<file path="src/rtl/outbuf_deskew.sv">
// Output-edge deskew buffer for the PE array: aligns skewed lane results into rows and
// queues them in a circular row FIFO drained over a valid/ready handshake.
module outbuf_deskew #(
  parameter int unsigned WORDLEN = 8,
  parameter int unsigned LANES   = 4,
  parameter int unsigned DEPTH   = 8
) (
  input  logic                           clk,
  input  logic                           rstn,
  input  logic [LANES-1:0]               lane_vld_i,
  input  logic [LANES*WORDLEN-1:0]       lane_dat_i,
  output logic                           out_valid_o,
  input  logic                           out_ready_i,
  output logic [LANES*WORDLEN-1:0]       out_row_o,
  output logic                           full_o,
  output logic                           empty_o,
  output logic [$clog2(DEPTH+1)-1:0]     count_o,
  output logic                           ovf_err_o,
  output logic                           skew_err_o,
  input  logic                           err_clr_i
);

  localparam int unsigned RowW = LANES * WORDLEN;
  localparam int unsigned PtrW = $clog2(DEPTH);
  localparam int unsigned CntW = $clog2(DEPTH + 1);

  // Aligned view of all lanes after deskew
  logic [LANES-1:0]              al_vld;
  logic [LANES-1:0][WORDLEN-1:0] al_dat;
  logic [RowW-1:0]               row_w;

  assign row_w = al_dat;

  // Lane i is delayed by LANES-1-i stages so every lane lines up with the last lane
  for (genvar g = 0; g < LANES; g++) begin : g_lane
    localparam int unsigned NStg = LANES - 1 - g;
    if (NStg == 0) begin : g_pass
      assign al_vld[g] = lane_vld_i[g];
      assign al_dat[g] = lane_dat_i[g*WORDLEN +: WORDLEN];
    end else begin : g_dly
      logic [NStg-1:0]              vld_q, vld_d;
      logic [NStg-1:0][WORDLEN-1:0] dat_q, dat_d;

      // Shift chain next state: new sample enters stage 0
      always_comb begin
        vld_d    = vld_q;
        dat_d    = dat_q;
        vld_d[0] = lane_vld_i[g];
        dat_d[0] = lane_dat_i[g*WORDLEN +: WORDLEN];
        for (int k = 1; k < int'(NStg); k++) begin
          vld_d[k] = vld_q[k-1];
          dat_d[k] = dat_q[k-1];
        end
      end

      // Deskew stage registers, cleared on reset
      always_ff @(posedge clk) begin
        if (!rstn) begin
          vld_q <= '0;
          dat_q <= '0;
        end else begin
          vld_q <= vld_d;
          dat_q <= dat_d;
        end
      end

      assign al_vld[g] = vld_q[NStg-1];
      assign al_dat[g] = dat_q[NStg-1];
    end
  end

  logic [RowW-1:0] mem_q [DEPTH];
  logic [PtrW-1:0] head_q, head_d, tail_q, tail_d;
  logic [CntW-1:0] count_q, count_d;
  logic            full_q, full_d, empty_q, empty_d;
  logic            ovf_q, ovf_d, skew_q, skew_d;
  logic            all_v, mixed_v, pop, push, ovf_set;

  function automatic logic [PtrW-1:0] ptr_inc(input logic [PtrW-1:0] p);
    return (p == PtrW'(DEPTH - 1)) ? '0 : p + PtrW'(1);
  endfunction

  // FIFO control: push/pop decisions, pointer, count and sticky-flag next state
  always_comb begin
    all_v   = &al_vld;
    mixed_v = (|al_vld) & ~all_v;
    // Pop only when a head row already exists; out_ready on an empty FIFO is ignored
    pop     = ~empty_q & out_ready_i;
    // A full FIFO still accepts a row when the head leaves on the same edge
    push    = all_v & (~full_q | pop);
    ovf_set = all_v & full_q & ~pop;

    head_d  = pop  ? ptr_inc(head_q) : head_q;
    tail_d  = push ? ptr_inc(tail_q) : tail_q;

    count_d = count_q;
    if (push && !pop) begin
      count_d = count_q + CntW'(1);
    end else if (pop && !push) begin
      count_d = count_q - CntW'(1);
    end

    full_d  = (count_d == CntW'(DEPTH));
    empty_d = (count_d == '0);

    // Setting wins over a simultaneous clear
    ovf_d  = ovf_set ? 1'b1 : (err_clr_i ? 1'b0 : ovf_q);
    skew_d = mixed_v ? 1'b1 : (err_clr_i ? 1'b0 : skew_q);
  end

  // FIFO state and error flags
  always_ff @(posedge clk) begin
    if (!rstn) begin
      head_q  <= '0;
      tail_q  <= '0;
      count_q <= '0;
      full_q  <= 1'b0;
      empty_q <= 1'b1;
      ovf_q   <= 1'b0;
      skew_q  <= 1'b0;
    end else begin
      head_q  <= head_d;
      tail_q  <= tail_d;
      count_q <= count_d;
      full_q  <= full_d;
      empty_q <= empty_d;
      ovf_q   <= ovf_d;
      skew_q  <= skew_d;
    end
  end

  // Row storage; contents are don't-care until written, gated by empty on read
  always_ff @(posedge clk) begin
    if (rstn && push) begin
      mem_q[tail_q] <= row_w;
    end
  end

  assign out_valid_o = ~empty_q;
  assign out_row_o   = empty_q ? '0 : mem_q[head_q];
  assign full_o      = full_q;
  assign empty_o     = empty_q;
  assign count_o     = count_q;
  assign ovf_err_o   = ovf_q;
  assign skew_err_o  = skew_q;

endmodule

</file>
<file path="config.mk">
export PLATFORM = sky130hd
export DESIGN_NAME = outbuf_deskew
export DESIGN_NICKNAME = d
export VERILOG_FILES = /design/src/rtl/outbuf_deskew.sv
export SDC_FILE = /design/constraint.sdc
export NUM_CORES = 1
export LEC_CHECK = 0
export BUFFER_PORTS_ARGS = -buffer_cell sky130_fd_sc_hd__buf_4
export CAP_MARGIN = 20
export CORE_AREA = 2 2 203 205
export DETAILED_ROUTE_END_ITERATION = 10
export DIE_AREA = 0 0 205 207
export HOLD_SLACK_MARGIN = 0.03
export SLEW_MARGIN = 0
export SYNTH_ARGS = -nofsm -noshare
export SYNTH_HDL_FRONTEND = slang
export SYNTH_SLANG_ARGS = --single-unit
</file>
<file path="constraint.sdc">
create_clock -name clk -period 4.7 [get_ports clk]
set_clock_uncertainty 0.05 [all_clocks]
set_input_delay 0 -clock clk [delete_from_list [all_inputs] [get_ports clk]]
set_output_delay 0 -clock clk [all_outputs]
set_load 0.05 [all_outputs]
</file>
==> impl_metrics.env <==
export IMPL_n_fill_cell=3822
export IMPL_rsz0062_at_grt="no"
export IMPL_min_from="lane_dat_i[1]"
export IMPL_antennaDiodeCount=0
export IMPL_clkTransAtPathRegs_ns=0.06
export IMPL_register_area_mm2=0.00912
export IMPL_power_mw=6.96
export IMPL_hold_path_end="g_lane[0].g_dly.dat_d[9]"
export IMPL_routedWlPerCell_um=17.4
export IMPL_cts_htree_levels=2
export IMPL_multiInputGateArea_mm2=0.00278
export IMPL_holdCritPathClass="in2reg"
export IMPL_first_iter_violations=293
export IMPL_drv_slew=0
export IMPL_final_common_cell="edfxtp_1"
export IMPL_cp_max_fo=32
export IMPL_die_x_um=205
export IMPL_syn_nets=661
export IMPL_grt_overflow=0
export IMPL_tightestPinTransition_ns=1.04
export IMPL_ioPinCount=81
export IMPL_yosys_top_cells_area="edfxtp_1, mux4_2, dfxtp_1, and2_1, mux2i_1"
export IMPL_synth_top_area_cell="edfxtp_1"
export IMPL_fin_crit_ns=2.80
export IMPL_outcome="completed"
export IMPL_worstHoldPathCells=3
export IMPL_grt_pass1_vias=6193
export IMPL_wirelength_met1_um=10300
export IMPL_antenna_found_initial=1
export IMPL_slew_headroom_pct=30.5
export IMPL_tns_ns=0
export IMPL_synth_async_reset_ratio_pct=0
export IMPL_drc=0
export IMPL_path_class="reg2reg"
export IMPL_worst_r2r_cell_count=4
export IMPL_clk_path_buf_depth=3
export IMPL_ant_nets=0
export IMPL_synth_warnings=0
export IMPL_cp_data_required_time_ns=4.76
export IMPL_io_buffers=80
export IMPL_place_gp_congestion=0.686
export IMPL_layout_drive_gt1_share_pct=29.1
export IMPL_setup_viol=0
export IMPL_met2WireLength_um=11200
export IMPL_ys_seq_area_share_pct=76.1
export IMPL_grt_pass1_wl_um=35800
export IMPL_power_leakage_nw=4.94
export IMPL_drt_pass1_iter_count=4
export IMPL_powerDensity_mw_per_mm2=466
export IMPL_area_growth_pct=24.6
export IMPL_syn_area_per_cell_um2=19.5
export IMPL_peakVddDrop_v=0.000307
export IMPL_r2r_start="g_lane[1].g_dly.vld_q[1]"
export IMPL_fin_cells=1315
export IMPL_pre_cts_ws_ns=1.79
export IMPL_die_area_mm2=0.0424
export IMPL_synth_edff_count=256
export IMPL_dieHeight_um=207
export IMPL_mostFrequentLayoutCells="edfxtp_1, buf_4, dfxtp_1, mux4_2, and2_1"
export IMPL_place_inst=1207
export IMPL_end_kind="register"
export IMPL_cts_root_buffer="clkbuf_16"
export IMPL_setup_slack_ns=1.90
export IMPL_reg2reg_slack_ns=1.90
export IMPL_post_route_period_util_pct=59.6
export IMPL_vias_per_cell=4.39
export IMPL_cts_num_sinks=327
export IMPL_grt_use_total_pct=11.0
export IMPL_fin_util_pct=37.0
export IMPL_initial_utilization_pct=29.7
export IMPL_max_freq_mhz=357
export IMPL_vias=5769
export IMPL_hpwl_um=13000
export IMPL_drt_wl_total_um=22900
export IMPL_synth_top_cell_area_share_pct=64.2
export IMPL_core_mm2=0.0404
export IMPL_syn_area_mm2=0.0120
export IMPL_clk_latency_ns=0.50
export IMPL_cp_start_kind="register"
export IMPL_cts_tree="done"
export IMPL_cts_buffers=35
export IMPL_grt_max_degree=71
export IMPL_ys_flop_type="edfxtp_1"
export IMPL_maxCapViolCount=0
export IMPL_arrival_ns=2.86
export IMPL_hold_viol=0
export IMPL_synth_cell_types=39
export IMPL_wl_met3_um=1070
export IMPL_fin_nets=804
export IMPL_ys_seq_elements=327
export IMPL_netlist_instances=615
export IMPL_post_cts_setup_buffers=0
export IMPL_highest_layer="met4"
export IMPL_reg2reg_to="mem_q[5][31]"
export IMPL_num_rows=74
==> stage by stage <==
stage | area [um^2] | hold WS [ns]
final | 14900 | 0.198
after global routing | 14900 | 0.192
after CTS | 14800 | 0.172
after detailed placement | 13300 | 0.161
after global placement | 13200 | 0.159
after floorplan | 12000 | 0.0489
==> flip-flops by register name, indices dropped and copies added, names as in the netlist, named ones only <==
| signal | count |
|---|---|
| head_q | 3 |
| skew_err_o | 1 |
| al_dat | 16 |
| g_lane.g_dly.vld_q | 6 |
| ovf_err_o | 1 |
| g_lane.g_dly.dat_q | 8 |
| full_o | 1 |
| empty_o | 1 |
| mem_q | 256 |
| tail_q | 3 |
| count_o | 4 |
| g_lane.g_dly.dat_d | 24 |
==> area by class of cell <==
type                            instances  share of cell area [%]
Clock buffer                           50                    6.73
Clock inverter                         12                   0.956
Inverter                                4                   0.101
Multi-Input combinational cell        255                    18.6
Sequential cell                       327                    61.1
Tap cell                              532                    4.46
Timing Repair Buffer                  135                    8.03
==> report_power, final <==
part           total (mW)  internal [mW]  leakage, nW  switching [mW]
clock                2.71           1.66        0.560            1.05
combinational        1.03          0.401         1.48           0.629
sequential           3.22           3.15         2.90          0.0735
total                6.96           5.21         4.94            1.75
==> worst max-delay path by stage <==
stage	from	endpoint	slack (ns)	cells past startpoint
2_1_floorplan	empty_o	mem_q[1][0]	0.13	6
3_3_place_gp	g_lane[1].g_dly.vld_q[1]	mem_q[3][23]	1.86	4
3_5_place_dp	empty_o	mem_q[3][30]	1.79	5
4_1_cts	register	out_row_o[4]	1.55	5
5_1_grt	empty_o	mem_q[5][20]	1.57	5
6_report	g_lane[1].g_dly.vld_q[1]	mem_q[5][31]	1.90	4
==> cell families after synthesis <==
group	share of synthesized area, %
AOI/OAI and AO/OA	0.951
DFF	76.1
buffers and inverters	1.20
adders and majority gates	0.627
muxes	14.9
xor gates and xnor gates	0.146
and+or+nand+nor	6.12
==> layer usage <==
layer,global-route usage (%),up-vias
li1,-,2674
met1,14.7,2943
met2,18.2,124
met4,2.68,0
met3,2.42,28
met5,0,-
==> Yosys cell counts (all sizes together) (4+ instances only) <==
library cell / count
a21oi: 4
and2: 58
buf: 11
clkbuf: 17
dfxtp: 71
edfxtp: 256
ha: 6
inv: 4
mux2i: 34
mux4: 64
nand2: 9
nand3: 4
nor2: 39
nor2b: 6
nor3: 4
o21ai: 4
==> what timing repair did <==
action	CTS	global route
resized for setup	0	0
hold buffers	41	0
hold endpoints to repair	101	0
endpoints found under the setup margin	0	0
==> worst max-delay path, stage by stage (launching register included) <==
cell and delay, ns:
dfxtp_1 0.37, nand4_4 0.17, a21oi_1 0.49, nand3_1 0.40, nor2_4 0.92
(Power assumes the default switching activity.)
